File: src/rtl/ps2_key_decoder.sv
// ps2_key_decoder
//   Interprets the PS/2 Set-2 scan-code byte stream (make, F0 break and
//   E0 extended prefixes). It keeps a 9-bit held-key vector and queues
//   press/release events in a small show-ahead FIFO.
//
// Ports
//   clk           system clock, rising edge
//   rst_n         asynchronous active-low reset
//   code_byte     scan-code byte, sampled when code_valid=1
//   code_valid    one-cycle strobe per received byte
//   keys_pressed  held-key vector (1 = held)
//   evt_data      FIFO head {make, key_idx[3:0]}; 0 when empty
//   evt_valid     FIFO non-empty
//   evt_ready     consumer accepts the head when evt_valid=1
//   evt_overflow  sticky, set when an event is dropped on a full FIFO
module ps2_key_decoder #(
  parameter int FIFO_DEPTH = 4
) (
  input  logic       clk,
  input  logic       rst_n,
  input  logic [7:0] code_byte,
  input  logic       code_valid,
  output logic [8:0] keys_pressed,
  output logic [4:0] evt_data,
  output logic       evt_valid,
  input  logic       evt_ready,
  output logic       evt_overflow
);

  localparam int AW = (FIFO_DEPTH > 1) ? $clog2(FIFO_DEPTH) : 1;
  localparam logic [AW:0] FULL_COUNT = (AW+1)'(FIFO_DEPTH);

  // {extended, code} for each key index; entry 0 is the rightmost element.
  localparam logic [8:0][8:0] KEY_TAB = {
    9'h029, 9'h174, 9'h172, 9'h16B, 9'h175,
    9'h023, 9'h01B, 9'h01C, 9'h01D
  };

  typedef enum logic [1:0] {IDLE, EXT, BRK, EXT_BRK} state_t;

  state_t           state_reg, state_next;
  logic [8:0]       keys_reg, keys_next;
  logic             ovf_reg, ovf_next;
  logic [4:0]       mem_reg [FIFO_DEPTH];
  logic [AW-1:0]    wr_ptr_reg, rd_ptr_reg;
  logic [AW:0]      count_reg, count_next;

  logic             is_ctrl;
  logic             dec_en, dec_ext, dec_brk;
  logic [8:0]       key_match;
  logic             key_hit;
  logic [3:0]       key_idx;
  logic             push, push_ok, pop, full;
  logic [4:0]       evt_new;

  // Link-control bytes (BAT, ACK, resend, echo, errors, pause prefix)
  // abandon any partially received prefix sequence.
  always_comb begin
    is_ctrl = 1'b0;
    case (code_byte)
      8'hAA, 8'hFA, 8'hFE, 8'hEE, 8'h00, 8'hFF, 8'hE1: is_ctrl = 1'b1;
      default: is_ctrl = 1'b0;
    endcase
  end

  // Prefix FSM: decides whether this byte is a key code and in what context.
  always_comb begin
    state_next = state_reg;
    dec_en     = 1'b0;
    dec_ext    = 1'b0;
    dec_brk    = 1'b0;
    if (code_valid) begin
      if (is_ctrl) begin
        state_next = IDLE;
      end else begin
        case (state_reg)
          IDLE: begin
            if (code_byte == 8'hE0)      state_next = EXT;
            else if (code_byte == 8'hF0) state_next = BRK;
            else                         dec_en = 1'b1;
          end
          EXT: begin
            if (code_byte == 8'hF0)      state_next = EXT_BRK;
            else if (code_byte != 8'hE0) begin
              dec_en     = 1'b1;
              dec_ext    = 1'b1;
              state_next = IDLE;
            end
          end
          BRK: begin
            // F0 E0 ordering is tolerated as an extended break
            if (code_byte == 8'hE0)      state_next = EXT_BRK;
            else if (code_byte != 8'hF0) begin
              dec_en     = 1'b1;
              dec_brk    = 1'b1;
              state_next = IDLE;
            end
          end
          EXT_BRK: begin
            if (code_byte != 8'hE0 && code_byte != 8'hF0) begin
              dec_en     = 1'b1;
              dec_ext    = 1'b1;
              dec_brk    = 1'b1;
              state_next = IDLE;
            end
          end
          default: state_next = IDLE;
        endcase
      end
    end
  end

  genvar gi;
  generate
    for (gi = 0; gi < 9; gi++) begin : g_match
      assign key_match[gi] = (KEY_TAB[gi] == {dec_ext, code_byte});
    end
  endgenerate

  always_comb begin
    key_hit = |key_match;
    key_idx = 4'd0;
    for (int i = 0; i < 9; i++) begin
      if (key_match[i]) key_idx = 4'(i);
    end
  end

  // Only state changes of a key produce events; typematic repeats and
  // stray breaks are absorbed here.
  always_comb begin
    keys_next = keys_reg;
    push      = 1'b0;
    evt_new   = {~dec_brk, key_idx};
    if (dec_en && key_hit) begin
      if (!dec_brk && !keys_reg[key_idx]) begin
        keys_next[key_idx] = 1'b1;
        push               = 1'b1;
      end else if (dec_brk && keys_reg[key_idx]) begin
        keys_next[key_idx] = 1'b0;
        push               = 1'b1;
      end
    end
  end

  // A full FIFO still accepts a push when the head leaves in the same cycle.
  always_comb begin
    pop        = (count_reg != '0) && evt_ready;
    full       = (count_reg == FULL_COUNT);
    push_ok    = push && (!full || pop);
    ovf_next   = ovf_reg | (push && full && !pop);
    count_next = count_reg;
    case ({push_ok, pop})
      2'b10:   count_next = count_reg + 1'b1;
      2'b01:   count_next = count_reg - 1'b1;
      default: count_next = count_reg;
    endcase
  end

  always_ff @(posedge clk or negedge rst_n) begin
    if (!rst_n) begin
      state_reg  <= IDLE;
      keys_reg   <= '0;
      ovf_reg    <= 1'b0;
      wr_ptr_reg <= '0;
      rd_ptr_reg <= '0;
      count_reg  <= '0;
    end else begin
      state_reg <= state_next;
      keys_reg  <= keys_next;
      ovf_reg   <= ovf_next;
      count_reg <= count_next;
      if (push_ok) wr_ptr_reg <= wr_ptr_reg + 1'b1;
      if (pop)     rd_ptr_reg <= rd_ptr_reg + 1'b1;
    end
  end

  // Storage needs no reset: entries are only read once written.
  always_ff @(posedge clk) begin
    if (push_ok) mem_reg[wr_ptr_reg] <= evt_new;
  end

  assign keys_pressed = keys_reg;
  assign evt_valid    = (count_reg != '0);
  assign evt_data     = evt_valid ? mem_reg[rd_ptr_reg] : 5'd0;
  assign evt_overflow = ovf_reg;

endmodule

File: config.mk
export PLATFORM = sky130hd
export DESIGN_NAME = ps2_key_decoder
export DESIGN_NICKNAME = d
export VERILOG_FILES = /design/src/rtl/ps2_key_decoder.sv
export SDC_FILE = /design/constraint.sdc
export NUM_CORES = 1
export LEC_CHECK = 0
export ABC_AREA = 0
export ABC_CLOCK_PERIOD_IN_PS = 3700
export BUFFER_PORTS_ARGS = -buffer_cell sky130_fd_sc_hd__buf_2
export CAP_MARGIN = 20
export CORE_MARGIN = 2
export CORE_UTILIZATION = 53
export DETAILED_ROUTE_END_ITERATION = 8
export GPL_ROUTABILITY_DRIVEN = 0
export GPL_TIMING_DRIVEN = 0
export HOLD_SLACK_MARGIN = 0.08
export PLACE_DENSITY = 0.76
export SLEW_MARGIN = 10
export SYNTH_ARGS = -nofsm -noshare
export SYNTH_HDL_FRONTEND = slang
export SYNTH_SLANG_ARGS = --single-unit
File: constraint.sdc
create_clock -name clk -period 3.7 [get_ports clk]
set_input_delay 0.185 -clock clk [delete_from_list [all_inputs] [get_ports clk]]
set_output_delay 0.185 -clock clk [all_outputs]
set_load 0.005 [all_outputs]
==> results.md, run 1 <==
- Final worst-path setup slack: 0.130 ns
- Fill cell count: 334
- Total gr overflow: 0
- Run status: finished clean
- Pleak: 1.13 nW
- Critical Path AT: about 3.8 ns
- Io pins: 28
- Die Width: 71.4 um
- Antenna Cells: 0
- CP Capture Type: flop
- Synth warnings: 0
- Clock transition at the registers of the reported paths: roughly 0.070 ns
- Yosys top cell area share: 24.9%
- CP cell instances: buf_2, clkbuf_2, nand3_1, a21oi_4, or4_4, a21oi_4, mux2_1, o211ai_1, ha_1, nor2_4, nand2b_4, nor4_4, inv_1, ha_2, inv_1, fa_1, xor2_1, nor2_1, xor2_1
- Fin cells: 291
- Max-slew violations: 0
- Mapped Area: 0.00241 mm2
- Die Area: approximately 0.005 mm2
- CP Class: input pin to flop
- Cell Area, Placed: 0.00261 mm2
- # clock sinks: 39
- Routed Antenna Nets: 0
- Power per cell area: between 400 and 500 mW/mm2
- Endpoints failing setup: 0
- Avg WL per Cell: ~17 um
- CTS Root Cell: clkbuf_8
- Later-pin clock latency in the skew report: 0.29 ns
- Core footprint: 0.00435 mm2
- DRT Wirelength: approximately 4.8 mm
- Footprint of the multi-input gates: 0.00125 mm2
- Max-Slew Margin vs Limit: 53.6%
- Die Y: roughly 71 um
- Hold crit path type: input pin to flop
- Flops & latches, synth: 39
- Unrepaired setup endpoints after global routing: no
- DP HPWL: 3.52 mm
- H-tree depth: 2
- Final Cell Area: 0.00279 mm2
- Synth Instances: 202
- FP Rows: 24
- Data required time of the worst path: 3.88 ns
- Final Skew: 0.00270 ns
- Final min period: 3.57 ns
- CP max-delay cell: or4_4
- Max Cap Viol: 0
- Initial drt markers: approximately 140
- Most common cell after layout, fill and taps aside: buf_2
- Initial Util: 55.3%
- FMAX: 280 MHz
- Total track usage: 20.4%
- Antenna violations before repair: 0
- Routed vias: 1709
- Crit path largest cell delay: 0.64 ns
- Power Total: 1.34 mW
- Critical Path Source Type: input pin
- VDD IR max: 0.000210 V
- Worst slew pin tran: roughly 0.69 ns
- Most frequent cells in the layout: buf_2 (25), edfxtp_1 (20), dfrtp_1 (18), and2_1 (12), inv_1 (11)
- Setup tns final: 0 ns
- Area leader, netlist: edfxtp_1
- CTS buffer count: 5
- Post-route clock period utilization: between 90% and 100%
- Vias/cell: 5.87
- Hold Vio Cnt, Final: 0
- TritonCTS clock tree: built
- Sequential element share of the synthesized area: 44.7%
- DRC Markers: 0
- Ranking of synthesized cells by area: edfxtp_1 (25%), dfrtp_1 (20%), mux4_2 (4.7%)
- Syn_area_per_cell: 11.9 um2
- Post-synth cell types: 66
- FFs w/ async S/R, synth: 48.7%
- Crit-path max FO: 11
- Bufs on Longest Clock Path: 2
- Placement Setup Slack: -0.564 ns
- Number of synthesized flops with an enable pin: 20
- Ys flop type: edfxtp_1
- Storage cell area: roughly 0.0011 mm2
- Number of global-route vias before repair: 1673
- Pin count of the biggest net entering global routing: 20
- Drt pass-1 iters: 4
- IO Port Bufs: 24
- Global-route wire length before repair: 7.97 mm
- Mapped Nets: about 220
- Area grow syn2layout: 15.9%
- Layout cells sized above 1: 31.0%
- Dpl cells: 278
- Final Util: ~64%
- Worst Hold Slack: 0.177 ns
- Final-stage net count: roughly 260
-- where the power goes --
group	switching [mW]	internal, mW
clock network	0.152	0.222
logic	0.206	0.214
registers	0.0383	0.510
-- cell usage after synthesis, types with 4 or more instances --
master,n
nand2_1,9
edfxtp_1,20
xnor2_1,4
dfrtp_1,19
a21oi_1,6
nor2_1,10
mux2_1,8
inv_1,11
nand4_1,4
or3_1,5
mux4_2,5
ha_1,6
and2_1,12
-- worst max-delay path, delay by kind of cell --
kind                     cells  cell delay, ns
AND/OR/NAND/NOR              6            1.29
adder cells (fa/ha/maj)      3            0.67
AO/OA/AOI/OAI                3            0.52
buffers and inverters        4            0.41
multiplexers                 1            0.35
XOR/XNOR                     2            0.31
-- logic make-up after synthesis --
family | count (synthesis) | synth area share [%]
AO/OA/AOI/OAI | 33 | 11.4
XOR/XNOR | 7 | 2.55
adder cells (fa/ha/maj) | 7 | 3.95
buffers and inverters | 22 | 4.78
flip-flops | 39 | 44.7
multiplexers | 17 | 10.5
AND/OR/NAND/NOR | 77 | 22.2
-- final cells by class --
cell class              instances  share of cell area, %
plain buffers                  10                   2.29
clock buffers                   6                   2.96
clock inverters                 2                   1.39
inverters                      11                   1.48
multi-input cells             141                   45.0
flip-flops and latches         39                   38.6
well taps                      52                   2.33
repair buffers                 30                   6.01
-- final timing paths --
kind | start | cells past startpoint | to | slack [ns]
max reg2reg | state_reg[0]$_DFFE_PN0P_ | 16 | count_reg[2]$_DFFE_PN0P_ | 0.16
max | code_byte[5] | 19 | count_reg[2]$_DFFE_PN0P_ | 0.13
min | code_valid | 2 | state_reg[0]$_DFFE_PN0P_ | 0.18
min reg2reg | evt_overflow$_DFF_PN0_ | 1 | evt_overflow$_DFF_PN0_ | 0.48
max in group asynchronous | rst_n | 2 | state_reg[0]$_DFFE_PN0P_ | 2.96
min in group asynchronous | rst_n | 2 | rd_ptr_reg[1]$_DFFE_PN0P_ | 0.39
-- repair_timing --
item	in CTS	in global routing
setup buffers	2	3
pin swaps	1	5
endpoints found under the setup margin	23	2
hold buffers	1	0
gates resized for setup	1	3
endpoints found under the hold margin	19	0
-- layer usage --
metal | vias up | GRT usage, % | wire (um)
met4 | 0 | 9.85 | 111
met3 | 8 | 3.09 | 211
met1 | 826 | 28.3 | 2250
met2 | 47 | 31.5 | 2250
li1 | 828 | - | -
met5 | - | 0 | 0
Power figures use the tool's default switching activity.
==> inputs of run 2 (changes only) <==
BUFFER_PORTS_ARGS = -buffer_cell sky130_fd_sc_hd__buf_4   (was -buffer_cell sky130_fd_sc_hd__buf_2)
==> results.md, run 2 (same netlist as run 1, synthesis figures left out) <==
- Antenna violations before repair: 0 (unchanged)
- P_int: 0.882 mW (-6.8%)
- Critical Path Source Type: flop
- Worst reg2reg path endpoint: count_reg[2]$_DFFE_PN0P_
- Net switching power: 0.395 mW (-0.53%)
- Part of the power in the clock network: 22.9% (-4.9 points)
- Bufs on Longest Clock Path: 2 (unchanged)
- Number of global-route vias before repair: 1567 (-6.3%)
- DRC Markers: 0 (unchanged)
- Fill cell count: 347 (+3.9%)
- Clock transition at the registers of the reported paths: 0.08 ns (about the same)
- Crit-path max FO: 6 (-5)
- CTS buffer count: 5 (unchanged)
- CTS Root Cell: clkbuf_8
- Die Area: 0.00510 mm2 (unchanged)
- Final min period: 3.46 ns (-0.108 ns)
- Max Cap Viol: 0 (unchanged)
- Pin count of the biggest net entering global routing: 20 (unchanged)
- TritonCTS clock tree: built
- Flop pwr share: 42.9% (+2.1 points)
- Footprint of the multi-input gates: 0.00125 mm2 (-0.40%)
- R2r setup slk: 0.24 ns (+0.08 ns)
- Pleak: 1.12 nW (-0.93%)
- Setup tns final: 0 ns (unchanged)
- Sw frac: 30.9% (+1.4 points)
- Cell Area, Placed: 0.00267 mm2 (+2.3%)
- Most frequent cells in the layout: buf_4 (30), edfxtp_1 (20), dfrtp_1 (18), and2_1 (12), inv_1 (11)
- Data required time of the worst path: 3.92 ns (+0.04 ns)
- Final Skew: 0.00383 ns (+0.00113 ns)
- Hold Path Sink: state_reg[0]$_DFFE_PN0P_
- Unrepaired setup endpoints after global routing: no
- Initial drt markers: 102 (-29%)
- Antenna Cells: 0 (unchanged)
- Layout cells sized above 1: 31.1% (+0.13 points)
- Hold crit path type: input pin to flop
- Storage cell area: 0.00108 mm2 (unchanged)
- Final-stage net count: 256 (-0.39%)
- Power per cell area: 454 mW/mm2 (-5.6%)
- Hold path cells: 2 (unchanged)
- H-tree depth: 2 (unchanged)
- Global-route wire length before repair: 7.57 mm (-5.0%)
- Worst slew pin tran: 0.740 ns (+0.0532 ns)
- FP Rows: 24 (unchanged)
- Critical Path AT: 3.68 ns (-0.07 ns)
- CP Class: flop to flop
- Routed vias: 1677 (-1.9%)
- Final Cell Area: 0.00281 mm2 (+0.67%)
- Placement Setup Slack: -0.534 ns (+0.0302 ns)
- Run status: finished clean
- Total track usage: 19.1% (-1.3 points)
- Total gr overflow: 0 (unchanged)
- Endpoints failing setup: 0 (unchanged)
- Die Y: 71.4 um (unchanged)
- DRT Wirelength: 4.67 mm (-3.3%)
- CP Capture Type: flop
- FMAX: 289 MHz (+3.1%)
- Later-pin clock latency in the skew report: 0.29 ns (about the same)
- Vias/cell: 5.78 (-1.5%)
- IO Port Bufs: 24 (unchanged)
- Avg WL per Cell: 16.1 um (-3.0%)
- # clock sinks: 39 (unchanged)
- Post-route clock period utilization: 93.6% (-2.9 points)
- Max-Slew Margin vs Limit: 50.2% (-3.3 points)
- Hold Vio Cnt, Final: 0 (unchanged)
- Gate power share: 34.3% (+3.0 points)
- DP HPWL: 3.50 mm (-0.60%)
- VDD IR max: 0.000205 V (-2.8%)
- Worst min-delay path startpoint: code_valid
- Drt pass-1 iters: 4 (unchanged)
- Most common cell after layout, fill and taps aside: buf_4
- Final Util: 64.5% (+0.43 points)
- R2r startpoint: state_reg[0]$_DFFE_PN0P_
- Max-slew violations: 0 (unchanged)
- Die Width: 71.4 um (unchanged)
- Routed Antenna Nets: 0 (unchanged)
- Reg2reg path depth: 16 (unchanged)
- Final worst-path setup slack: 0.238 ns (+0.108 ns)
- Area grow syn2layout: 16.7%
- Initial Util: 55.3% (unchanged)
- Io pins: 28 (unchanged)
- Core footprint: 0.00435 mm2 (unchanged)
==> run 2: cell count changes in the layout (fill, tap and decap cells not counted), sizes merged <==
cell      before  now
clkbuf        10    9
buf           35   34
bufinv         1    0
clkinvlp       0    2
==> run 2: worst max-delay path, stage by stage (launching register included) <==
cell,delay [ns]
dfrtp_2,0.42
nand2_4,0.08
nor4_2,0.63
o221ai_1,0.25
a22oi_1,0.23
o211ai_1,0.12
ha_1,0.36
nor2_4,0.07
nand2b_4,0.11
nor4_4,0.04
inv_1,0.08
ha_2,0.18
inv_1,0.05
fa_1,0.37
xor2_1,0.15
nor2_1,0.11
xor2_1,0.14
==> run 2: area by class of cell <==
class,instances,area share [%]
plain buffers,10,2.27
clock buffers,5,2.45
clock inverters,3,0.846
inverters,11,1.47
multi-input cells,141,44.5
flip-flops and latches,39,38.3
well taps,52,2.32
repair buffers,29,7.84
==> run 2: metal layers <==
metal | vias up | GRT usage [%] | wire [um] | share of wire [%]
met5 | - | 0 | 0 | 0
met4 | 0 | 5.03 | 0 | 0
met3 | 0 | 3.38 | 189 | 4.1
met2 | 44 | 31.4 | 2260 | 49
met1 | 808 | 26.4 | 2210 | 47
li1 | 825 | - | - | -
==> run 2: power groups by stage <==
stage,registers (mW),clock network (mW),logic (mW)
6_report,0.548,0.292,0.437
3_3_place_gp,0.554,0,0.422
3_5_place_dp,0.557,0,0.430
5_1_grt,0.553,0.315,0.486
4_1_cts,0.548,0.295,0.437
2_1_floorplan,0.548,0,0.297
==> run 2: per-stage QoR <==
| step | cells | hold slack [ns] | total power [mW] |
|---|---|---|---|
| final | 290 | 0.130 | 1.28 |
| after global routing | 290 | 0.123 | 1.35 |
| after CTS | 288 | 0.127 | 1.28 |
| after detailed placement | 278 | 0.0834 | 0.987 |
| after global placement | 278 | 0.0830 | 0.976 |
| after floorplan | 202 | -0.111 | 0.845 |
==> run 2: repair_timing <==
item,CTS,global route
gates cloned,0,0
setup buffers,1,3
hold buffers,1,0
pin swaps,1,5
hold endpoints to repair,19,0
resized for setup,0,4
endpoints found under the setup margin,23,23
==> run 2: worst max path at each step <==
stage | from | end | cells after the start
global route | state_reg[0]$_DFFE_PN0P_ | count_reg[2]$_DFFE_PN0P_ | 16
finish | state_reg[0]$_DFFE_PN0P_ | count_reg[2]$_DFFE_PN0P_ | 16
global placement | code_byte[5] | count_reg[2]$_DFFE_PN0P_ | 20
floorplan | code_byte[2] | count_reg[2]$_DFFE_PN0P_ | 19
CTS | state_reg[0]$_DFFE_PN0P_ | count_reg[2]$_DFFE_PN0P_ | 17
detailed placement | code_byte[5] | count_reg[2]$_DFFE_PN0P_ | 20
==> inputs of run 3 (changes only) <==
CORE_MARGIN = 4   (was 2)
HOLD_SLACK_MARGIN = not set   (was 0.08)
==> results.md, run 3 (same netlist as run 1, synthesis figures left out) <==
- DRC Markers: 0 (unchanged)
- Avg WL per Cell: 16.7 um (+3.7%)
- Fin cells: 291 (+0.34%)
- Critical Path Source Type: flop
- Storage cell area: 0.00108 mm2 (unchanged)
- Gate power share: 33.2% (-1.1 points)
- Most common cell after layout, fill and taps aside: buf_4
- Footprint of the multi-input gates: 0.00126 mm2 (+0.70%)
- Die Area: 0.00569 mm2 (+12%)
- Part of the power in the clock network: 25.9% (+3.0 points)
- Endpoints failing setup: 0 (unchanged)
- Initial Util: 54.9% (-0.38 points)
- Post-route clock period utilization: 95.7% (+2.1 points)
- CTS Root Cell: clkbuf_8
- Pleak: 1.15 nW (+2.0%)
- Die Width: 75.4 um (+5.6%)
- # clock sinks: 39 (unchanged)
- Max-Slew Margin vs Limit: 56.5% (+6.3 points)
- Bufs on Longest Clock Path: 2 (unchanged)
- Routed vias: 1705 (+1.7%)
- Die Y: 75.4 um (+5.6%)
- Worst slew pin tran: 0.647 ns (-0.0935 ns)
- Later-pin clock latency in the skew report: 0.29 ns (about the same)
- Sw frac: 29.0% (-1.9 points)
- Vias/cell: 5.86 (+1.3%)
- CTS buffer count: 5 (unchanged)
- Critical Path AT: 3.71 ns (+0.03 ns)
- DP HPWL: 3.60 mm (+3.0%)
- Hold Vio Cnt, Final: 0 (unchanged)
- Power per cell area: 471 mW/mm2 (+3.7%)
- Drt pass-1 iters: 4 (unchanged)
- Global-route wire length before repair: 7.58 mm (+0.18%)
- Data required time of the worst path: 3.87 ns (-0.05 ns)
- Flop pwr share: 40.9% (-2.0 points)
- TritonCTS clock tree: built
- Area grow syn2layout: 18.3%
- Max Cap Viol: 0 (unchanged)
- Crit-path max FO: 10 (+4)
- Total gr overflow: 0 (unchanged)
- DRT Wirelength: 4.85 mm (+4.0%)
- Total track usage: 17.8% (-1.3 points)
- Core footprint: 0.00438 mm2 (+0.69%)
- Clock transition at the registers of the reported paths: 0.07 ns (about the same)
- Layout cells sized above 1: 31.0% (-0.13 points)
- Dpl cells: 278 (unchanged)
- Final-stage net count: 257 (+0.39%)
- Antenna violations before repair: 0 (unchanged)
- Final Skew: 0.00658 ns (+0.00275 ns)
- Most frequent cells in the layout: buf_4 (30), edfxtp_1 (20), dfrtp_1 (18), and2_1 (12), inv_1 (11)
- H-tree depth: 2 (unchanged)
- Max-slew violations: 0 (unchanged)
- CP Class: flop to flop
- Fill cell count: 334 (-3.7%)
- Net switching power: 0.389 mW (-1.3%)
- Io pins: 28 (unchanged)
- Run status: finished clean
- Antenna Cells: 0 (unchanged)
- Final min period: 3.54 ns (+0.0781 ns)
- Initial drt markers: 79 (-23%)
- IO Port Bufs: 24 (unchanged)
- Pin count of the biggest net entering global routing: 20 (unchanged)
- Power Total: 1.34 mW (+5.1%)
- Hold crit path type: input pin to flop
- CP Capture Type: flop
- FMAX: 282 MHz (-2.2%)
- P_int: 0.953 mW (+8.0%)
- VDD IR max: 0.000201 V (-1.6%)
- Routed Antenna Nets: 0 (unchanged)
- Number of global-route vias before repair: 1533 (-2.2%)
- FP Rows: 24 (unchanged)
run 3: layout make-up:
type / instances / area share (%)
clock inverter: 3 / 1.49
clock buffer: 5 / 2.42
multi-input combinational: 141 / 44.2
tap: 52 / 2.28
timing repair buffer: 29 / 7.73
inverter: 11 / 1.45
buffer: 11 / 2.64
sequential: 39 / 37.8
run 3: worst max-delay path, stage by stage, from the launching register on:
cell	delay, ns
dfrtp_2	0.40
nand2_4	0.08
or4_4	0.56
buf_6	0.17
a21oi_4	0.20
mux2_4	0.33
o211ai_1	0.17
ha_1	0.30
nor2_4	0.17
nand2b_4	0.09
nor4_4	0.14
inv_1	0.07
ha_2	0.18
inv_1	0.06
fa_1	0.17
xor2_1	0.14
nor2_1	0.06
xor2_1	0.13
run 3: per-layer routing:
metal	routed length, um	track usage, %	vias up
li1	-	-	832
met1	2140	24.9	809
met2	2310	27.4	55
met3	340	4.62	9
met4	63	4.85	0
met5	0	0	-
run 3: path summary, 6_finish.rpt:
check                                         start  slack, ns                   endpoint  cells after the start
max                        state_reg[0]$_DFFE_PN0P_       0.16   count_reg[2]$_DFFE_PN0P_                     17
min reg2reg                  evt_overflow$_DFF_PN0_       0.48     evt_overflow$_DFF_PN0_                      1
max reg2reg                state_reg[0]$_DFFE_PN0P_       0.16   count_reg[2]$_DFFE_PN0P_                     17
min in group asynchronous                     rst_n       0.32  rd_ptr_reg[1]$_DFFE_PN0P_                      2
max in group asynchronous                     rst_n       3.14   state_reg[0]$_DFFE_PN0P_                      2
min                                      code_valid       0.14   state_reg[0]$_DFFE_PN0P_                      2
run 3: timing repair:
| action | 4_1_cts | 5_1_grt |
|---|---|---|
| pin swaps | 1 | 3 |
| setup buffers | 1 | 3 |
| gates resized for setup | 0 | 6 |
| endpoints found under the setup margin | 23 | 23 |
| hold buffers | 1 | 0 |
| hold endpoints to repair | 19 | 0 |
run 3: power groups by stage:
stage	registers, mW	logic, mW	clock network [mW]
floorplan	0.548	0.297	0
global placement	0.554	0.424	0
detailed placement	0.558	0.437	0
CTS	0.549	0.440	0.358
global route	0.554	0.500	0.375
finish	0.549	0.445	0.348
run 3: through the flow:
stage                     instance area [um2]  util [%]  hold WS, ns  setup TNS (ns)  worst slack [ns]
after detailed placement                 2670      60.9       0.0827           -5.45            -0.515
final                                    2850      65.0        0.137               0             0.160
after floorplan                          2430         -       -0.111               0           0.00491
after global routing                     2850      65.0        0.146        -0.00867          -0.00867
after CTS                                2800      63.9        0.131               0            0.0259
after global placement                   2670      60.9       0.0839           -5.43            -0.514
